## src/rtl/mem_port_arbiter_pkg.sv

```systemverilog
// -----------------------------------------------------------------------------
// mem_port_arbiter_pkg
//   Shared types and defaults for the I/D memory port arbiter.
//   - state_t : arbiter FSM states (IDLE -> BUSY -> DONE -> IDLE)
//   - owner_t : which cache currently owns the memory port
//   - ADDR_W_DEF / DATA_W_DEF : default line address / line data widths
// -----------------------------------------------------------------------------
package mem_port_arbiter_pkg;

    localparam int ADDR_W_DEF = 28;   // byte address bits [31:4]
    localparam int DATA_W_DEF = 128;  // one cache line

    typedef enum logic [1:0] {
        ST_IDLE = 2'd0,
        ST_BUSY = 2'd1,
        ST_DONE = 2'd2
    } state_t;

    typedef enum logic {
        OWN_I = 1'b0,
        OWN_D = 1'b1
    } owner_t;

    // The requester that did not get the previous grant.
    function automatic owner_t other_owner(input owner_t owner);
        return (owner == OWN_I) ? OWN_D : OWN_I;
    endfunction

endpackage

```

## src/rtl/mem_port_arbiter_rr_pick2.sv

```systemverilog
// -----------------------------------------------------------------------------
// rr_pick2
//   Combinational two-way picker between the I-cache and the D-cache.
//   RR_EN=1: on a tie the requester that was not granted last time wins.
//   RR_EN=0: on a tie the D-cache always wins.
// Ports
//   i_req_ic   in   I-cache is requesting (read or write)
//   i_req_dc   in   D-cache is requesting (read or write)
//   i_last     in   owner of the most recent grant
//   o_winner   out  chosen owner; only meaningful while o_any=1
//   o_any      out  at least one requester is active
// -----------------------------------------------------------------------------
module rr_pick2
    import mem_port_arbiter_pkg::*;
#(
    parameter bit RR_EN = 1'b1
) (
    input  logic   i_req_ic,
    input  logic   i_req_dc,
    input  owner_t i_last,
    output owner_t o_winner,
    output logic   o_any
);

    owner_t w_winner;

    always_comb begin
        // NOTE: default first so every path assigns w_winner; otherwise a latch is inferred.
        w_winner = OWN_I;
        if (i_req_ic && i_req_dc) begin
            w_winner = RR_EN ? other_owner(i_last) : OWN_D;
        end else if (i_req_dc) begin
            w_winner = OWN_D;
        end
    end

    assign o_winner = w_winner;
    assign o_any    = i_req_ic | i_req_dc;

endmodule

```

## src/rtl/mem_port_arbiter.sv

```systemverilog
// -----------------------------------------------------------------------------
// mem_port_arbiter
//   Shares one slow line-wide memory port between the I-cache and the D-cache.
//   One requester is granted at a time; its read/write/address/write-line are
//   latched onto the memory port, the returned line is latched into that
//   requester's rdata register, and a one-cycle ready pulse completes the
//   transaction. An optional watchdog flags a transfer that never finishes.
// Ports
//   clk, rst_n                      clock, synchronous active-low reset
//   i_read/i_write/i_addr/i_wdata   I-cache line request (held until i_ready)
//   i_rdata/i_ready                 I-cache returned line + completion pulse
//   d_read/d_write/d_addr/d_wdata   D-cache line request (held until d_ready)
//   d_rdata/d_ready                 D-cache returned line + completion pulse
//   mem_read/mem_write/mem_addr/mem_wdata   registered memory request
//   mem_rdata/mem_ready             memory response
//   grant_d                         1 while the D-cache owns the port (debug)
//   arb_timeout                     sticky watchdog flag
// -----------------------------------------------------------------------------
module mem_port_arbiter
    import mem_port_arbiter_pkg::*;
#(
    parameter int ADDR_W  = ADDR_W_DEF,
    parameter int DATA_W  = DATA_W_DEF,
    parameter bit RR_EN   = 1'b1,
    parameter int TIMEOUT = 0
) (
    input  logic              clk,
    input  logic              rst_n,

    input  logic              i_read,
    input  logic              i_write,
    input  logic [ADDR_W-1:0] i_addr,
    input  logic [DATA_W-1:0] i_wdata,
    output logic [DATA_W-1:0] i_rdata,
    output logic              i_ready,

    input  logic              d_read,
    input  logic              d_write,
    input  logic [ADDR_W-1:0] d_addr,
    input  logic [DATA_W-1:0] d_wdata,
    output logic [DATA_W-1:0] d_rdata,
    output logic              d_ready,

    output logic              mem_read,
    output logic              mem_write,
    output logic [ADDR_W-1:0] mem_addr,
    output logic [DATA_W-1:0] mem_wdata,
    input  logic [DATA_W-1:0] mem_rdata,
    input  logic              mem_ready,

    output logic              grant_d,
    output logic              arb_timeout
);

    // Watchdog counter only needs to reach TIMEOUT, then it saturates.
    localparam int              CNT_W  = (TIMEOUT < 2) ? 1 : $clog2(TIMEOUT + 1);
    localparam logic [CNT_W-1:0] TO_CNT = CNT_W'(TIMEOUT);

    state_t             r_state;
    owner_t             r_owner;
    owner_t             r_last;
    logic               r_mem_read;
    logic               r_mem_write;
    logic [ADDR_W-1:0]  r_mem_addr;
    logic [DATA_W-1:0]  r_mem_wdata;
    logic [DATA_W-1:0]  r_i_rdata;
    logic [DATA_W-1:0]  r_d_rdata;
    logic               r_i_ready;
    logic               r_d_ready;
    logic               r_grant_d;
    logic               r_timeout;
    logic [CNT_W-1:0]   r_wd_cnt;

    logic               w_req_i;
    logic               w_req_d;
    logic               w_any;
    owner_t             w_winner;
    logic               w_win_d;
    logic               w_sel_read;
    logic               w_sel_write;
    logic [ADDR_W-1:0]  w_sel_addr;
    logic [DATA_W-1:0]  w_sel_wdata;
    logic [CNT_W-1:0]   w_wd_next;

    assign w_req_i = i_read | i_write;
    assign w_req_d = d_read | d_write;

    rr_pick2 #(
        .RR_EN (RR_EN)
    ) u_pick (
        .i_req_ic (w_req_i),
        .i_req_dc (w_req_d),
        .i_last   (r_last),
        .o_winner (w_winner),
        .o_any    (w_any)
    );

    // Winner's request fields, forwarded unchanged (read&write together is
    // passed through as-is).
    assign w_win_d     = (w_winner == OWN_D);
    assign w_sel_read  = w_win_d ? d_read  : i_read;
    assign w_sel_write = w_win_d ? d_write : i_write;
    assign w_sel_addr  = w_win_d ? d_addr  : i_addr;
    assign w_sel_wdata = w_win_d ? d_wdata : i_wdata;

    assign w_wd_next = (r_wd_cnt == TO_CNT) ? r_wd_cnt : r_wd_cnt + CNT_W'(1);

    // NOTE: sequential state uses non-blocking assignments only, so every
    // register samples pre-edge values regardless of statement order.
    always_ff @(posedge clk) begin
        if (!rst_n) begin
            r_state     <= ST_IDLE;
            r_owner     <= OWN_I;
            r_last      <= OWN_I;
            r_mem_read  <= 1'b0;
            r_mem_write <= 1'b0;
            r_mem_addr  <= '0;
            r_mem_wdata <= '0;
            // NOTE: the wide line registers are reset too, because every
            // output, returned lines included, must read 0 after reset.
            r_i_rdata   <= '0;
            r_d_rdata   <= '0;
            r_i_ready   <= 1'b0;
            r_d_ready   <= 1'b0;
            r_grant_d   <= 1'b0;
            r_timeout   <= 1'b0;
            r_wd_cnt    <= '0;
        end else begin
            case (r_state)
                ST_IDLE: begin
                    if (w_any) begin
                        r_state     <= ST_BUSY;
                        r_owner     <= w_winner;
                        r_last      <= w_winner;
                        r_grant_d   <= w_win_d;
                        r_mem_read  <= w_sel_read;
                        r_mem_write <= w_sel_write;
                        r_mem_addr  <= w_sel_addr;
                        r_mem_wdata <= w_sel_wdata;
                        r_wd_cnt    <= '0;
                    end
                end

                ST_BUSY: begin
                    // Watchdog only observes; the transfer keeps waiting.
                    if (TIMEOUT > 0) begin
                        r_wd_cnt <= w_wd_next;
                        if (w_wd_next == TO_CNT) begin
                            r_timeout <= 1'b1;
                        end
                    end
                    if (mem_ready) begin
                        r_state     <= ST_DONE;
                        r_mem_read  <= 1'b0;
                        r_mem_write <= 1'b0;
                        if (r_owner == OWN_D) begin
                            r_d_rdata <= mem_rdata;
                            r_d_ready <= 1'b1;
                        end else begin
                            r_i_rdata <= mem_rdata;
                            r_i_ready <= 1'b1;
                        end
                    end
                end

                ST_DONE: begin
                    // Requests seen here are ignored; the owner is still
                    // holding its request while it sees ready.
                    r_state   <= ST_IDLE;
                    r_i_ready <= 1'b0;
                    r_d_ready <= 1'b0;
                    r_grant_d <= 1'b0;
                end

                default: begin
                    r_state <= ST_IDLE;
                end
            endcase
        end
    end

    assign i_rdata     = r_i_rdata;
    assign i_ready     = r_i_ready;
    assign d_rdata     = r_d_rdata;
    assign d_ready     = r_d_ready;
    assign mem_read    = r_mem_read;
    assign mem_write   = r_mem_write;
    assign mem_addr    = r_mem_addr;
    assign mem_wdata   = r_mem_wdata;
    assign grant_d     = r_grant_d;
    assign arb_timeout = r_timeout;

endmodule

```

## config.mk

```make
export PLATFORM = sky130hd
export DESIGN_NAME = mem_port_arbiter
export DESIGN_NICKNAME = d
export VERILOG_FILES = /design/src/rtl/mem_port_arbiter_pkg.sv /design/src/rtl/mem_port_arbiter_rr_pick2.sv /design/src/rtl/mem_port_arbiter.sv
export SDC_FILE = /design/constraint.sdc
export NUM_CORES = 1
export LEC_CHECK = 0
export ABC_AREA = 0
export BUFFER_PORTS_ARGS = -buffer_cell sky130_fd_sc_hd__buf_4
export CAP_MARGIN = 20
export CORE_AREA = 2 2 340 342
export DETAILED_ROUTE_END_ITERATION = 6
export DIE_AREA = 0 0 342 344
export PLACE_DENSITY_LB_ADDON = 0.1
export SLEW_MARGIN = 20
export SYNTH_ARGS = -nofsm -noshare
export SYNTH_HDL_FRONTEND = slang
export SYNTH_SLANG_ARGS = --single-unit
export TNS_END_PERCENT = 5
```

## constraint.sdc

```tcl
create_clock -name clk -period 3 [get_ports clk]
set_clock_uncertainty 0.15 [all_clocks]
set_input_delay 0.3 -clock clk [delete_from_list [all_inputs] [get_ports clk]]
set_output_delay 0.3 -clock clk [all_outputs]
set_load 0.02 [all_outputs]
```

==> After elaboration in Yosys (flattened, before gate mapping) <==
Index checks and enable logic that the tools add are counted.
{ "totals": {"register_bits": 420} }
{ "classes": {"muxes": 23, "bitwise_logic": 4, "reduce_logical": 13, "n_eq_ne": 6} }
{ "op_table": {"columns": ["op", "count"], "rows": [
  ["two-way mux 128 bit", 1],
  ["two-way mux 28 bit", 1],
  ["AND reduction 3 bit", 5],
  ["two-way mux 1 bit", 13],
  ["case mux 1 bit (2 select lines)", 5],
  ["inequality test 2 bit (second input constant)", 3],
  ["AND reduction 2 bit", 3],
  ["nonzero test 2 bit", 3],
  ["two-way mux 2 bit", 2],
  ["case mux 2 bit (2 select lines)", 1],
  ["bitwise OR 1 bit", 3],
  ["equality test 2 x 1 -> 1 bit (second input constant)", 1],
  ["equality test 2 bit (second input constant)", 1],
  ["logical NOT 2 bit", 1],
  ["inequality test 2 x 1 -> 1 bit (second input constant)", 1],
  ["logical AND 1 bit", 1],
  ["NOT 1 bit", 1]
]} }

==> Longest topological paths before layout <==
{ "depth": {"depth_word": 6, "depth_mapped": 7, "depth_no_buf": 3} }

==> By module <==
From an unflattened synthesis, not the netlist that was laid out.
{ "unflattened": {"cells_unflattened": 1735, "hier_area_um2": 16448.3} }
{ "by_module_without_submodules": {"columns": ["mod", "n_inst", "seq_area_each_um2", "area_each_um2", "cells_per_inst"], "rows": [
  ["mem_port_arbiter", 1, 8408.1, 16434.5, 1733],
  ["rr_pick2", 1, 0.0, 13.8, 2]
]} }

==> Worst setup path after synthesis <==
OpenSTA, ideal clock, no wires.
{ "synth_timing": {"path_kind": "flip-flop to flip-flop", "startpoint": "reg r_state[0]", "endpoint": "reg r_mem_wdata[100] (netlist: mem_wdata[100])", "slack_ps": 1155, "required_ps": 2731, "arrival_time_ps": 1576, "synth_period_minus_slack_ps": 1845, "path_stages_with_launch": 8, "cell_sequence": "dfxtp_1 -> clkbuf_1 -> or2_1 -> buf_2 -> buf_6 -> clkbuf_1 -> a311o_1 -> o221a_2"} }
{ "synth_via": {"elab_chain_len": 2} }
{ "synth_lines": {"columns": ["item", "line", "source"], "rows": [
  ["start, declared", "mem_port_arbiter.sv:59", "state_t r_state;"],
  ["start signal, assigned", "mem_port_arbiter.sv:112", "r_state <= ST_IDLE;"],
  ["start signal, assigned", "mem_port_arbiter.sv:132", "r_state <= ST_BUSY;"],
  ["start signal, assigned", "mem_port_arbiter.sv:153", "r_state <= ST_DONE;"],
  ["logical NOT 2 bit", "mem_port_arbiter.sv:129", "case (r_state)"],
  ["AND reduction 2 bit (no source line)", null, null],
  ["end signal, assigned", "mem_port_arbiter.sv:139", "r_mem_wdata <= w_sel_wdata;"],
  ["end, declared", "mem_port_arbiter.sv:65", "logic [DATA_W-1:0] r_mem_wdata;"]
]} }
No other way between the ends.
A chain may end at the register's enable or synchronous reset.

==> Worst setup path after layout <==
{ "layout_timing": {"startpoint": "reg r_state[0]", "endpoint": "reg r_mem_wdata[37] (netlist: mem_wdata[37])"} }
Same word-level chain as after synthesis.

==> parameters.txt <==
Parameter                              Value

Cells and area
  Synthesis-to-layout area growth    84.0%
  Proportion of layout cells with a drive suffix above 1    36.6%
  Fill count    12300
  Leading cell types in the layout, fill and taps excluded    sky130_fd_sc_hd__buf_4 (887), sky130_fd_sc_hd__nand2_1 (514), sky130_fd_sc_hd__dlygate4sd3_1 (446)
  Layout Cell Area excl Fill    0.0319 sq mm
  Reg area    approximately 0.0084 sq mm
  Most common cell after layout, fill and taps aside    sky130_fd_sc_hd__buf_4
  Post-layout nets    between 3000 and 4000
  Layout Cells excl Fill    4673
  Area of the multi-input gates    approximately 0.0080 sq mm
  Post-layout util    28.0%

Critical path
  Worst stage delay on the critical path    between 0.5 and 0.6 ns
  Setup slack on the worst flop-to-flop path    0.16 ns
  Maximum fanout along the worst path    100
  Number of buffers and inverters on the critical path    2
  Nature of the critical path endpoint    flip-flop
  Cell chain of the critical path    or2_4, nor2_4, buf_12, o221a_2, dlygate4sd3_1
  Origin of the critical flop-to-flop path    r_state[0]$_SDFFE_PN0P_
  Startpoint-to-endpoint class of the critical path    reg2reg
  CP max stage cell    sky130_fd_sc_hd__dlygate4sd3_1
  WP data arrival    3.23 ns
  Worst setup SP type    flip-flop
  Reg2Reg Capture Point    mem_wdata[37]$_SDFFE_PN0P_
  Top cell family by delay on the critical path    buffers and inverters
  Length in cells of the worst reg-to-reg path    5
  Required time reported for the critical path endpoint    3.39 ns

STA
  Total negative slack    0 ns
  Final min period    about 2.8 ns
  Slew @ Worst Pin    about 0.98 ns
  Number of endpoints failing setup at the final stage    0
  Hold Violations, Final    0
  Worst Setup Slack, final    0.162 ns
  Achievable Freq    0.352 GHz
  Count of pins over their slew limit    0
  Tcrit/Tclk final    a little over nine tenths
  Relative slew margins    34.6%
  Unrepaired setup endpoints after global routing    no

Power and ir drop
  Highest ir drop seen on vdd    ~0.53 mV
  Relative contribution of sequential cells to total power    34.8%
  PwrDens    561 mW/mm^2
  P_leak    approximately 13 nW
  Switching power    5.27 mW
  Net switching share of the total power    29.5%
  Combinational cell fraction of total power    23.5%
  P_int    12.6 mW
  Part of the total power dissipated in the clock network    41.7%

Synthesis
  Share of synthesized area occupied by flip-flops and latches    between 40% and 50%
  Yosys reg bits    420
  Instance count of the mapped netlist    1922
  Post-synthesis area per instance    roughly 9 sq um
  Syn. warnings    0
  Syn_nets    2369
  Netlist cell types    33
  Cell area after synthesis    0.0173 sq mm

Routing
  Vias per std cell    4.26
  DRC marker count from the first detailed-route iteration    slightly below 1000
  Wire length per cell    22.0 um
  Antenna violation net count after detailed routing    0
  Routed via count    19900
  Residual DRC    0
  Total wirelength of the detailed-routed design    103 mm
  First-pass detailed-route iteration total    5

Run
  Number of max-cap violations    0

Hold path
  Min-Delay Startpoint    d_read
  Endpoint of the worst hold path    mem_write$_SDFFE_PN0P_
  Instance count along the most critical hold path    4
  Type of the tightest min-delay check    in2reg

Clocking
  Max Buffers Root-to-Sink    3
  Number of H-tree branching levels    2
  Clock latency at the later pin of the worst-skew pair    0.66 ns
  Clock tree from TritonCTS    yes
  Number of cells upsized or downsized after cts    0
  Number of buffers added by the clock tree synthesis step    58
  CTS sink count    420
  Worst-path clk slew    0.06 ns
  Post-CTS setup-driven buffer insertion count    0
  Root Buffer Master    sky130_fd_sc_hd__clkbuf_16

Global route
  GRT Overall Usage    between 10% and 20%
  Vias in the first global route    just over 20000
  Global-route wire length before repair    about 150 mm
  Maximum number of pins on one net before global-route repair    129
  Total congestion overflow after global routing    0
  Number of antenna violations at the first check in global routing    18

Placement
  Pre-CTS worst setup slack    0.682 ns
  Number of input and output port buffers inserted    about 860
  Final GP Congestion    ~0.82
  Placed wire-length estimate after detailed placement    71.8 mm
  Post-DP Area    0.0253 sq mm
  Number of cells in the design after placement    4114

Die
  Height of the chip    344 um
  IO Count    865
  Initial cell density of the core    15.2%
  Site row count    between 100 and 150
  Core area    ~0.11 sq mm
  Die Footprint    0.118 sq mm
  Die Width    342 um

Status
  Outcome    completed
## metal layers
metal	wire (um)	GRT usage (%)	up-vias
li1	-	-	9401
met1	38700	18.1	9731
met2	53700	30.4	632
met3	7050	4.37	146
met4	3380	5.73	18
met5	112	0	-
## kinds of logic (layout without fill, tap and decap cells)
kind of cell           after synthesis  after routing  share of synthesized area [%]
flip-flops                         420            420                           48.5
other                                1             10                         0.0216
AO/OA/AOI/OAI                      736            736                           33.7
buffers and inverters              227           1456                           5.57
AND/OR/NAND/NOR                    538            539                           12.1
## final cells by class
| type | count | share of cell area (%) |
|---|---|---|
| repair buffers | 1352 | 36.1 |
| flip-flops and latches | 420 | 26.4 |
| multi-input cells | 1276 | 25.1 |
| well taps | 1512 | 5.93 |
| clock buffers | 87 | 5.46 |
| clock inverters | 16 | 0.977 |
| diodes | 9 | 0.0706 |
| inverters | 1 | 0.0353 |
## registers in the layout, indices dropped and copies added (netlist names)
name / count
grant_d: 1
d_ready: 1
i_rdata: 128
mem_wdata: 128
i_ready: 1
mem_read: 1
mem_write: 1
r_last: 1
r_state: 2
d_rdata: 128
mem_addr: 28
## worst max path at each step
stage / from / end / depth (start not counted)
finish: r_state[0]$_SDFFE_PN0P_ / mem_wdata[37]$_SDFFE_PN0P_ / 5
global route: r_state[0]$_SDFFE_PN0P_ / mem_wdata[44]$_SDFFE_PN0P_ / 5
CTS: r_state[0]$_SDFFE_PN0P_ / mem_wdata[31]$_SDFFE_PN0P_ / 5
detailed placement: d_read / mem_wdata[49]$_SDFFE_PN0P_ / 5
global placement: d_write / mem_wdata[19]$_SDFFE_PN0P_ / 5
floorplan: r_state[0]$_SDFFE_PN0P_ / mem_wdata[100]$_SDFFE_PN0P_ / 7
## synthesized netlist by cell type (all sizes together)
| cell | count | area [sq um] |
|---|---|---|
| a21boi | 156 | 1170 |
| a21oi | 262 | 1310 |
| a311o | 156 | 1560 |
| and3b | 1 | 8.76 |
| and4b | 1 | 10.0 |
| and4bb | 1 | 12.5 |
| buf | 71 | 379 |
| clkbuf | 155 | 582 |
| conb | 1 | 3.75 |
| dfxtp | 420 | 8410 |
| inv | 1 | 3.75 |
| nand2 | 514 | 1930 |
| nand2b | 3 | 18.8 |
| nand3 | 3 | 15.0 |
| nand3b | 2 | 15.0 |
| nand4b | 1 | 8.76 |
| nand4bb | 1 | 11.3 |
| nor2 | 6 | 25.0 |
| nor3b | 1 | 7.51 |
| nor4 | 1 | 21.3 |
| o21a | 1 | 7.51 |
| o21ai | 3 | 18.8 |
| o221a | 156 | 1760 |
| o32ai | 2 | 17.5 |
| or2 | 2 | 12.5 |
| or3 | 1 | 6.26 |
## metrics by stage
stage | total power [mW] | hold WS (ns)
floorplan | 8.07 | 0.286
global route | 18.7 | 0.0485
detailed placement | 9.88 | 0.297
finish | 17.9 | 0.0864
global placement | 9.85 | 0.294
CTS | 18.2 | 0.0291
## worst register-to-register path, delay by kind of cell, from the launching register on
kind,cells,cell delay (ns)
simple gates,2,0.72
flops,1,0.45
compound gates,1,0.44
buf+inv,2,0.95
## power groups by stage
stage / logic, mW / clock network [mW] / registers [mW]
3_5_place_dp: 3.53 / 0 / 6.35
5_1_grt: 4.49 / 7.96 / 6.27
3_3_place_gp: 3.51 / 0 / 6.34
4_1_cts: 4.25 / 7.76 / 6.23
6_report: 4.20 / 7.45 / 6.23
2_1_floorplan: 1.29 / 0 / 6.77
## what timing repair did
action | 4_1_cts | 5_1_grt
hold buffers | 446 | 0
setup endpoints to repair | 0 | 34
hold endpoints to repair | 416 | 0
No activity file was read; power rests on OpenSTA's default activity.
